File: config.mk
export PLATFORM = sky130hd
export DESIGN_NAME = score_uart_reporter
export DESIGN_NICKNAME = d
export VERILOG_FILES = /design/src/rtl/uart_pkg.sv /design/src/rtl/uart_byte_tx.sv /design/src/rtl/score_uart_reporter.sv
export SDC_FILE = /design/constraint.sdc
export NUM_CORES = 1
export LEC_CHECK = 0
export ABC_CLOCK_PERIOD_IN_PS = 2300
export BUFFER_PORTS_ARGS = -buffer_cell sky130_fd_sc_hd__clkbuf_2
export CAP_MARGIN = 20
export CORE_ASPECT_RATIO = 2
export CORE_MARGIN = 2
export CORE_UTILIZATION = 60
export DETAILED_ROUTE_END_ITERATION = 6
export PLACE_DENSITY = 0.8
export SYNTH_ARGS = -nofsm -noshare
export SYNTH_HDL_FRONTEND = slang
export SYNTH_SLANG_ARGS = --single-unit
File: constraint.sdc
create_clock -name clk -period 2.3 [get_ports clk]
set_input_delay 0.23 -clock clk [delete_from_list [all_inputs] [get_ports clk]]
set_output_delay 0.23 -clock clk [all_outputs]
set_load 0.02 [all_outputs]
File: src/rtl/uart_pkg.sv
// rtl/uart_pkg.sv - shared UART transmit types, message length and nibble-to-ASCII helper
package uart_pkg;

  typedef enum logic [1:0] {IDLE, START, DATA, STOP} tx_state_type;

  localparam int MSG_LEN = 10;

  // Uppercase hex digit: 0-9 -> "0".."9", 10-15 -> "A".."F"
  function automatic logic [7:0] hex2ascii(input logic [3:0] n);
    return (n < 4'd10) ? 8'h30 + {4'h0, n} : 8'h37 + {4'h0, n};
  endfunction

endpackage

File: src/rtl/uart_byte_tx.sv
// rtl/uart_byte_tx.sv - 8N1 byte serializer; ready marks the last cycle of each stop bit
module uart_byte_tx
  import uart_pkg::*;
#(
  parameter int DIV = 434
) (
  input  logic       clk,
  input  logic       reset,
  input  logic       valid,
  input  logic [7:0] data,
  output logic       ready,
  output logic       tx
);

  localparam int CW = $clog2(DIV);

  tx_state_type  tx_state;
  logic [CW-1:0] baud_cnt;
  logic [2:0]    bit_idx;
  logic [9:0]    frame;
  logic          bit_end;

  assign bit_end = (baud_cnt == CW'(DIV - 1));
  // Sampling valid here lets the next byte start with no idle gap
  assign ready   = (tx_state == STOP) && bit_end;

  always_ff @(posedge clk) begin
    if (reset) begin
      tx_state <= IDLE;
      baud_cnt <= '0;
      bit_idx  <= '0;
      frame    <= '1;
      tx       <= 1'b1;
    end else if (tx_state == IDLE) begin
      if (valid) begin
        tx_state <= START;
        frame    <= {1'b1, data, 1'b0};
        baud_cnt <= '0;
        tx       <= 1'b0;
      end
    end else begin
      baud_cnt <= bit_end ? '0 : baud_cnt + 1'b1;
      if (bit_end) begin
        case (tx_state)
          START: begin
            tx_state <= DATA;
            bit_idx  <= '0;
            frame    <= {1'b1, frame[9:1]};
            tx       <= frame[1];
          end
          DATA: begin
            frame <= {1'b1, frame[9:1]};
            tx    <= frame[1];
            if (bit_idx == 3'd7) tx_state <= STOP;
            else                 bit_idx  <= bit_idx + 1'b1;
          end
          STOP: begin
            if (valid) begin
              tx_state <= START;
              frame    <= {1'b1, data, 1'b0};
              tx       <= 1'b0;
            end else begin
              tx_state <= IDLE;
            end
          end
          default: tx_state <= IDLE;
        endcase
      end
    end
  end

endmodule

File: src/rtl/score_uart_reporter.sv
// rtl/score_uart_reporter.sv - formats "Sss ssss\r\n" from tetris state/score and sends it over UART
module score_uart_reporter
  import uart_pkg::*;
#(
  parameter int CLK_HZ    = 50_000_000,
  parameter int BAUD      = 115200,
  parameter bit AUTO_SEND = 1'b1
) (
  input  logic        clk,
  input  logic        reset,
  input  logic [7:0]  state,
  input  logic [15:0] score,
  input  logic        send,
  output logic        uart_tx,
  output logic        busy,
  output logic        done
);

  localparam int DIV = CLK_HZ / BAUD;

  logic [3:0]  byte_idx;
  logic [7:0]  state_q;
  logic [15:0] score_q;
  logic [15:0] sent_score;
  logic        pending;
  logic        idle, trigger, accept, last_byte;
  logic        byte_valid, byte_ready;
  logic [7:0]  byte_data;

  // The done cycle is deliberately not idle, so a send landing there becomes pending
  assign idle       = !busy && !done;
  assign trigger    = send || pending || (AUTO_SEND && (score != sent_score));
  assign accept     = idle && trigger;
  assign last_byte  = (byte_idx == 4'(MSG_LEN - 1));
  assign byte_valid = accept || (busy && !last_byte);

  // byte_data is the byte that follows byte_idx (or "S" at accept)
  always_comb begin
    byte_data = 8'h53;
    if (!accept) begin
      case (byte_idx)
        4'd0:    byte_data = hex2ascii(state_q[7:4]);
        4'd1:    byte_data = hex2ascii(state_q[3:0]);
        4'd2:    byte_data = 8'h20;
        4'd3:    byte_data = hex2ascii(score_q[15:12]);
        4'd4:    byte_data = hex2ascii(score_q[11:8]);
        4'd5:    byte_data = hex2ascii(score_q[7:4]);
        4'd6:    byte_data = hex2ascii(score_q[3:0]);
        4'd7:    byte_data = 8'h0D;
        4'd8:    byte_data = 8'h0A;
        default: byte_data = 8'h53;
      endcase
    end
  end

  uart_byte_tx #(.DIV(DIV)) u_byte_tx (
    .clk   (clk),
    .reset (reset),
    .valid (byte_valid),
    .data  (byte_data),
    .ready (byte_ready),
    .tx    (uart_tx)
  );

  always_ff @(posedge clk) begin
    if (reset) begin
      busy       <= 1'b0;
      done       <= 1'b0;
      pending    <= 1'b0;
      byte_idx   <= '0;
      state_q    <= '0;
      score_q    <= '0;
      sent_score <= '0;
    end else begin
      done <= 1'b0;
      if (accept) begin
        busy       <= 1'b1;
        byte_idx   <= '0;
        state_q    <= state;
        score_q    <= score;
        sent_score <= score;
        pending    <= 1'b0;
      end else begin
        if (send && !idle) pending <= 1'b1;
        if (byte_ready) begin
          if (last_byte) begin
            busy <= 1'b0;
            done <= 1'b1;
          end else begin
            byte_idx <= byte_idx + 1'b1;
          end
        end
      end
    end
  end

endmodule

==> load_flow_metrics.sql, run 1 <==
INSERT INTO impl_metrics (metric_group, metric, value, unit) VALUES
('run_status', 'status', 'complete, no violations', ''),
('cells_and_area', 'num_antenna_cells', '0', ''),
('clock_network', 'clk_pin_slew', '0.07', 'ns'),
('timing', 'worst_slack', '0.136', 'ns'),
('timing', 'timing.hold.ws', '0.161', 'ns'),
('timing', 'maxSlewHeadroom', '65.3', '%'),
('global_route', 'gr-total-overflow', '0', ''),
('global_route', 'number_of_antenna_violations_at_the_first_check_in_global_routing', '0', ''),
('run', 'drv_cap', '0', ''),
('detailed_routing', 'per_cell_via_count_in_the_routed_design', '6.15', ''),
('global_route', 'wire_length_of_the_first_global_routing_pass', '14.5', 'mm'),
('synthesis', 'netlist.top_cell.by_area', 'sky130_fd_sc_hd__dfxtp_1', ''),
('cells_and_area', 'design.final.nets', '520', ''),
('cells_and_area', 'post-route-util', '70.2', '%'),
('timing', 'drv_slew', '0', ''),
('synthesis', 'ys.warnings.count', '0', ''),
('timing', 'tightest_slew', '0.516', 'ns'),
('clock_network', 'clock_path_buffers', '2', ''),
('placed_design', 'buffer_ports.inserted', '29', ''),
('cells_and_area', 'nFillCells', '470', ''),
('detailed_routing', 'routed_wirelength', '9.19', 'mm'),
('synthesis', 'ys_async_sr_fraction', '0', '%'),
('die', 'row_count', '39', ''),
('die', 'floorplan_die_height', '112', 'µm'),
('detailed_routing', 'routed_wire_length_per_instance', '17.1', 'µm'),
('pwr', 'leakagePower', '1.73', 'nW'),
('clock_network', 'htree_num_levels', '2', ''),
('synthesis', 'synth.top_cells.by_area', 'sky130_fd_sc_hd__dfxtp_1 31%, sky130_fd_sc_hd__mux2i_1 6.5%, sky130_fd_sc_hd__ha_1 6.0%', ''),
('min_path', 'min_path_type', 'in2reg', ''),
('worst_setup_path', 'critical_path_arrival', '2.35', 'ns'),
('worst_setup_path', 'worst-endpoint-required', '2.49', 'ns'),
('timing', 'setup_violators_final', '0', ''),
('placed_design', 'dp_hpwl', '7.20', 'mm'),
('synthesis', 'post_synth_edffs', '0', ''),
('clock_network', 'cts_buffer_count', '5', ''),
('worst_setup_path', 'crit_path_end_kind', 'flop', ''),
('global_route', 'pin_count_of_the_biggest_net_entering_global_routing', '24', ''),
('synthesis', 'mappedNetlistNets', '486', ''),
('timing', 'post-route-min-period', '2.16', 'ns'),
('detailed_routing', 'dr.first_iter.drc_count', '147', ''),
('clock_network', 'cts.sink_count', '55', ''),
('clock_network', 'tritoncts', 'done', ''),
('synthesis', 'synth_most_common_cell', 'sky130_fd_sc_hd__dfxtp_1', ''),
('synthesis', 'ys_seq_elements', '55', ''),
('synthesis', 'commonest_register_cell_after_synthesis', 'sky130_fd_sc_hd__dfxtp_1', ''),
('worst_setup_path', 'path_max_fanout', '8', ''),
('synthesis', 'ys_types', '56', ''),
('timing', 'worst_clock_skew', '0.00615', 'ns'),
('pwr', 'totalPowerFinal', '3.08', 'mW'),
('cells_and_area', 'instances_no_fill', '538', ''),
('die', 'initial_utilization', '61.8', '%'),
('placed_design', 'place_inst', '529', ''),
('cells_and_area', 'drive_above_1_share', '16.1', '%'),
('synthesis', 'netlist.area_leader.share', '31.2', '%'),
('die', 'core_region_area', '5710', 'µm²'),
('clock_network', 'holdBufCountCts', '0', ''),
('worst_setup_path', 'reg2reg_slack', '0.14', 'ns'),
('timing', 'final_hold_viol_count', '0', ''),
('clock_network', 'clock_latency', '0.30', 'ns'),
('global_route', 'first_global_vias', '3278', ''),
('detailed_routing', 'post-route-drc-count', '0', ''),
('die', 'io_pins', '30', ''),
('detailed_routing', 'tritonroute_pass_1_iters', '6', ''),
('timing', 'final_worst_path_cycle_share', '94.1', '%'),
('detailed_routing', 'detail-route-antenna-nets', '0', ''),
('timing', 'max_freq', '462', 'MHz'),
('global_route', 'grt_use_total', '29.0', '%'),
('worst_setup_path', 'crit_type', 'reg2reg', ''),
('detailed_routing', 'sum_of_met2_wire_segment_lengths_after_detailed_routing', '4.95', 'mm'),
('placed_design', 'place_congestion', '1.03', ''),
('synthesis', 'syn_inst', '442', '');
==> cell families after synthesis <==
group,Yosys count,share of synthesized area [%]
AOI/OAI and AO/OA,112,20.7
xor gates and xnor gates,25,6.21
adders and majority gates,17,6.03
buffers and inverters,51,6.38
DFF,55,31.2
muxes,23,6.52
and+or+nand+nor,159,23.0
==> per-layer routing <==
metal,up-vias,GRT usage (%)
li1,1635,-
met1,1519,25.0
met2,102,54.0
met3,52,5.07
met4,0,23.9
met5,-,0
==> worst max-delay path: stages, from the launching register on <==
cell                        delay, ns
sky130_fd_sc_hd__dfxtp_1         0.40
sky130_fd_sc_hd__inv_1           0.09
sky130_fd_sc_hd__ha_1            0.21
sky130_fd_sc_hd__buf_4           0.17
sky130_fd_sc_hd__nor4_1          0.42
sky130_fd_sc_hd__a2111oi_2       0.10
sky130_fd_sc_hd__buf_4           0.18
sky130_fd_sc_hd__o21ai_1         0.11
sky130_fd_sc_hd__a21oi_1         0.09
sky130_fd_sc_hd__a211o_1         0.27
==> what timing repair did <==
action / 4_1_cts / 5_1_grt
setup endpoints to repair: 0 / 9
resized for setup: 0 / 3
setup buffers: 0 / 1
==> final timing paths <==
| path | startpoint | endpoint | cells past startpoint |
|---|---|---|---|
| worst min register to register | u_byte_tx.tx$_SDFFE_PP1P_ | u_byte_tx.tx$_SDFFE_PP1P_ | 2 |
| worst min-delay path | state[2] | state_q[2]$_SDFFE_PP0P_ | 3 |
| worst max-delay path | byte_idx[1]$_SDFFE_PP0P_ | u_byte_tx.frame[4]$_SDFFE_PP1P_ | 9 |
| worst max register to register | byte_idx[1]$_SDFFE_PP0P_ | u_byte_tx.frame[4]$_SDFFE_PP1P_ | 9 |
==> cells in the final DEF (no fill, tap or decap), types with 4 or more instances in the layout <==
cell type	synthesis	routed
sky130_fd_sc_hd__o22ai_1	6	6
sky130_fd_sc_hd__and4b_1	6	6
sky130_fd_sc_hd__a211oi_1	9	9
sky130_fd_sc_hd__nor4_1	4	4
sky130_fd_sc_hd__xor2_1	18	18
sky130_fd_sc_hd__clkbuf_2	0	29
sky130_fd_sc_hd__or2_2	5	5
sky130_fd_sc_hd__nor2_1	44	44
sky130_fd_sc_hd__dfxtp_1	55	54
sky130_fd_sc_hd__nor3_1	5	5
sky130_fd_sc_hd__buf_4	0	29
sky130_fd_sc_hd__inv_1	19	19
sky130_fd_sc_hd__a31oi_1	7	7
sky130_fd_sc_hd__mux2i_1	23	23
sky130_fd_sc_hd__o21a_1	8	8
sky130_fd_sc_hd__o21ai_0	17	16
sky130_fd_sc_hd__xnor2_1	7	7
sky130_fd_sc_hd__nand2_1	48	47
sky130_fd_sc_hd__and3_1	7	7
sky130_fd_sc_hd__a21oi_1	34	34
sky130_fd_sc_hd__ha_1	17	17
sky130_fd_sc_hd__nand3_1	5	5
sky130_fd_sc_hd__nand2b_1	6	6
sky130_fd_sc_hd__o31ai_1	4	4
sky130_fd_sc_hd__nor2b_1	11	11
sky130_fd_sc_hd__clkbuf_16	0	5
==> report_power, final <==
part           leakage (nW)  switching (mW)  internal, mW
Clock                0.0838           0.363         0.514
Combinational          1.19           0.586         0.440
Sequential            0.452           0.105          1.07
==> flip-flops by register name (all words and copies together) (netlist names) <==
name	cells
busy	1
byte_idx	4
done	1
pending	1
sent_score	16
state_q	8
u_byte_tx.baud_cnt	9
u_byte_tx.bit_idx	3
u_byte_tx.frame	9
u_byte_tx.tx	1
u_byte_tx.tx_state	2
==> final cells by class <==
cell class	count	area, µm²	share of cell area [%]
multi-input combinational	336	2200	55.0
inverter	19	71.3	1.78
clock inverter	3	43.8	1.09
clock buffer	5	125	3.12
timing repair buffer	59	383	9.56
tap	61	76.3	1.91
sequential	55	1100	27.5
(Power assumes the default switching activity.)
==> run 2: changes to the inputs <==
--- a/config.mk
+++ b/config.mk
@@ -12,7 +12,7 @@
 export CORE_MARGIN = 2
 export CORE_UTILIZATION = 60
 export DETAILED_ROUTE_END_ITERATION = 6
-export PLACE_DENSITY = 0.8
+export PLACE_DENSITY_LB_ADDON = 0.08
 export SYNTH_ARGS = -nofsm -noshare
 export SYNTH_HDL_FRONTEND = slang
 export SYNTH_SLANG_ARGS = --single-unit
==> run 2 against run 1 <==
Sequential cell count stayed put. Sequential share of layout area is 0.074 points lower. Critical path depth stayed put. Highest routed layer unchanged. Largest power group unchanged.
==> load_flow_metrics.sql, run 2 (same netlist as run 1, synthesis figures left out) <==
INSERT INTO impl_metrics (metric_group, metric, value, unit) VALUES
('global_route', 'pin_count_of_the_biggest_net_entering_global_routing', '30', ''),
('pwr', 'peak_supply_drop', '0.859', 'mV'),
('detailed_routing', 'detail-route-antenna-nets', '0', ''),
('worst_setup_path', 'crit_path_end_kind', 'flop', ''),
('die', 'io_pins', '30', ''),
('cells_and_area', 'post-route-util', '70.3', '%'),
('worst_setup_path', 'slowest_stage', 'sky130_fd_sc_hd__dfxtp_1', ''),
('die', 'die_width', '58.2', 'µm'),
('worst_setup_path', 'cp_top_family', 'compound AO/OA/AOI/OAI gates', ''),
('min_path', 'min_path_type', 'in2reg', ''),
('global_route', 'wire_length_of_the_first_global_routing_pass', '14.7', 'mm'),
('clock_network', 'htree_num_levels', '2', ''),
('placed_design', 'place_congestion', '0.970', ''),
('detailed_routing', 'routed_wirelength', '8.92', 'mm'),
('timing', 'drv_slew', '0', ''),
('timing', 'rsz0062_at_grt', 'false', ''),
('timing', 'setup_total_negative_slack', '0', 'ns'),
('die', 'floorplan_die_height', '112', 'µm'),
('pwr', 'leakagePower', '1.73', 'nW'),
('timing', 'final_worst_path_cycle_share', '93.1', '%'),
('cells_and_area', 'design.final.nets', '520', ''),
('pwr', 'totalPowerFinal', '3.15', 'mW'),
('clock_network', 'holdBufCountCts', '0', ''),
('detailed_routing', 'post-route-drc-count', '0', ''),
('min_path', 'min_delay_worst_endpoint', 'state_q[2]$_SDFFE_PP0P_', ''),
('worst_setup_path', 'regToRegEndpoint', 'u_byte_tx.frame[4]$_SDFFE_PP1P_', ''),
('clock_network', 'cts.sink_count', '55', ''),
('pwr', 'power_density', '784', 'nW/µm²'),
('timing', 'final_hold_viol_count', '0', ''),
('cells_and_area', 'drive_above_1_share', '15.7', '%'),
('worst_setup_path', 'worst_setup_path_startpoint', 'byte_idx[0]$_SDFFE_PP0P_', ''),
('detailed_routing', 'detailroute.via_count', '3232', ''),
('global_route', 'grt_use_total', '29.1', '%'),
('detailed_routing', 'tritonroute_pass_1_iters', '5', ''),
('cells_and_area', 'final_common_cell', 'sky130_fd_sc_hd__dfxtp_1', ''),
('worst_setup_path', 'cell_breakdown_of_the_critical_path', 'inv_1 -> ha_1 -> buf_4 -> and3b_1 -> a32oi_1 -> o211ai_1 -> o21ai_0 -> a21oi_1 -> a211o_1', ''),
('worst_setup_path', 'slowest_delay', '0.42', 'ns'),
('worst_setup_path', 'rr_startpoint', 'byte_idx[0]$_SDFFE_PP0P_', ''),
('min_path', 'whs_path_depth', '3', ''),
('clock_network', 'cts_buffer_count', '5', ''),
('timing', 'post-route-min-period', '2.14', 'ns'),
('run_status', 'status', 'complete, no violations', ''),
('clock_network', 'post_cts_setup_inserts', '0', ''),
('cells_and_area', 'largest_register_ffs', '16', ''),
('clock_network', 'clock_path_buffers', '2', ''),
('clock_network', 'cts_resized', '0', ''),
('worst_setup_path', 'worst-endpoint-required', '2.49', 'ns'),
('timing', 'maxSlewHeadroom', '72.0', '%'),
('placed_design', 'dp_hpwl', '7.09', 'mm'),
('timing', 'worst_slack', '0.160', 'ns'),
('worst_setup_path', 'number_of_buffers_and_inverters_on_the_critical_path', '2', ''),
('timing', 'tightest_slew', '0.416', 'ns'),
('worst_setup_path', 'critical_path_arrival', '2.33', 'ns'),
('worst_setup_path', 'reg2reg_slack', '0.16', 'ns'),
('global_route', 'first_global_vias', '3294', ''),
('min_path', 'timing.hold.worst.start', 'state[2]', ''),
('detailed_routing', 'dr.first_iter.drc_count', '110', ''),
('clock_network', 'cts.root.buffer_cell', 'sky130_fd_sc_hd__clkbuf_16', ''),
('cells_and_area', 'biggestRegsByFlops', 'sent_score x16, u_byte_tx.baud_cnt x9, u_byte_tx.frame x9', ''),
('worst_setup_path', 'path_max_fanout', '7', ''),
('worst_setup_path', 'setup_crit_start_kind', 'flop', ''),
('worst_setup_path', 'rr_worst_depth', '9', ''),
('die', 'initial_utilization', '61.8', '%'),
('cells_and_area', 'max_flop_register', 'sent_score', ''),
('clock_network', 'tritoncts', 'done', ''),
('cells_and_area', 'mostFrequentLayoutCells', '55 x sky130_fd_sc_hd__dfxtp_1, 47 x sky130_fd_sc_hd__nand2_1, 44 x sky130_fd_sc_hd__nor2_1', ''),
('clock_network', 'clock_latency', '0.30', 'ns'),
('global_route', 'gr-total-overflow', '0', ''),
('timing', 'max_freq', '467', 'MHz'),
('timing', 'setup_violators_final', '0', ''),
('worst_setup_path', 'crit_type', 'reg2reg', ''),
('detailed_routing', 'per_cell_via_count_in_the_routed_design', '6.01', ''),
('timing', 'worst_clock_skew', '0.00852', 'ns'),
('placed_design', 'buffer_ports.inserted', '29', ''),
('run', 'drv_cap', '0', ''),
('die', 'row_count', '39', ''),
('global_route', 'number_of_antenna_violations_at_the_first_check_in_global_routing', '0', ''),
('die', 'core_region_area', '5710', 'µm²'),
('cells_and_area', 'num_antenna_cells', '0', ''),
('placed_design', 'post-place-ws', '0.132', 'ns'),
('die', 'die-area', '6550', 'µm²'),
('cells_and_area', 'area.growth.synth_to_final', '13.7', '%'),
('detailed_routing', 'routed_wire_length_per_instance', '16.6', 'µm'),
('clock_network', 'clk_pin_slew', '0.07', 'ns');
-- run 2: cell count changes in the layout (fill, tap and decap cells not counted), sizes merged --
cell / delta
bufinv: +1
clkbuf: +1
clkinv: -2
-- run 2: stage by stage --
stage	cell area, µm²	hold slack, ns	instances
final	4010	0.159	538
after global placement	3820	0.422	530
after floorplan	3530	0.366	442
after CTS	4010	0.166	538
after detailed placement	3820	0.432	530
after global routing	4010	0.176	538
-- run 2: worst max path at each step --
stage               cells after the start                         endpoint  slack, ns
detailed placement                      9  u_byte_tx.frame[1]$_SDFFE_PP1P_       0.13
global route                            9  u_byte_tx.frame[4]$_SDFFE_PP1P_       0.06
CTS                                     9  u_byte_tx.frame[1]$_SDFFE_PP1P_       0.11
floorplan                               8  u_byte_tx.frame[9]$_SDFFE_PP1P_       0.23
global placement                        9  u_byte_tx.frame[1]$_SDFFE_PP1P_       0.15
finish                                  9  u_byte_tx.frame[4]$_SDFFE_PP1P_       0.16
-- run 2: final cells by class --
type / count / area [µm²]
Multi-Input combinational cell: 336 / 2200
Fill cell: 496 / 1700
Sequential cell: 55 / 1100
Timing Repair Buffer: 59 / 370
Clock buffer: 6 / 129
Tap cell: 61 / 76.3
Inverter: 19 / 71.3
Clock inverter: 2 / 60.1
-- run 2: worst min-delay path, stage by stage --
cell and delay, ns:
sky130_fd_sc_hd__clkbuf_2 0.07, sky130_fd_sc_hd__mux2i_1 0.05, sky130_fd_sc_hd__nor2_1 0.07
-- run 2: power by group --
part	switching [mW]	total [mW]	internal [mW]	leakage, nW
combinational	0.558	0.993	0.435	1.19
sequential	0.107	1.18	1.07	0.452
clock	0.350	0.975	0.625	0.0911
total	1.02	3.15	2.13	1.73
-- run 2: layer usage --
metal	routed length [µm]	global-route usage, %	up-vias	share of wire (%)
met3	163	2.76	18	1.8
met2	5220	59.2	53	59
met4	303	13.8	0	3.4
met1	3230	26.6	1533	36
li1	-	-	1628	-
met5	0	0	-	0
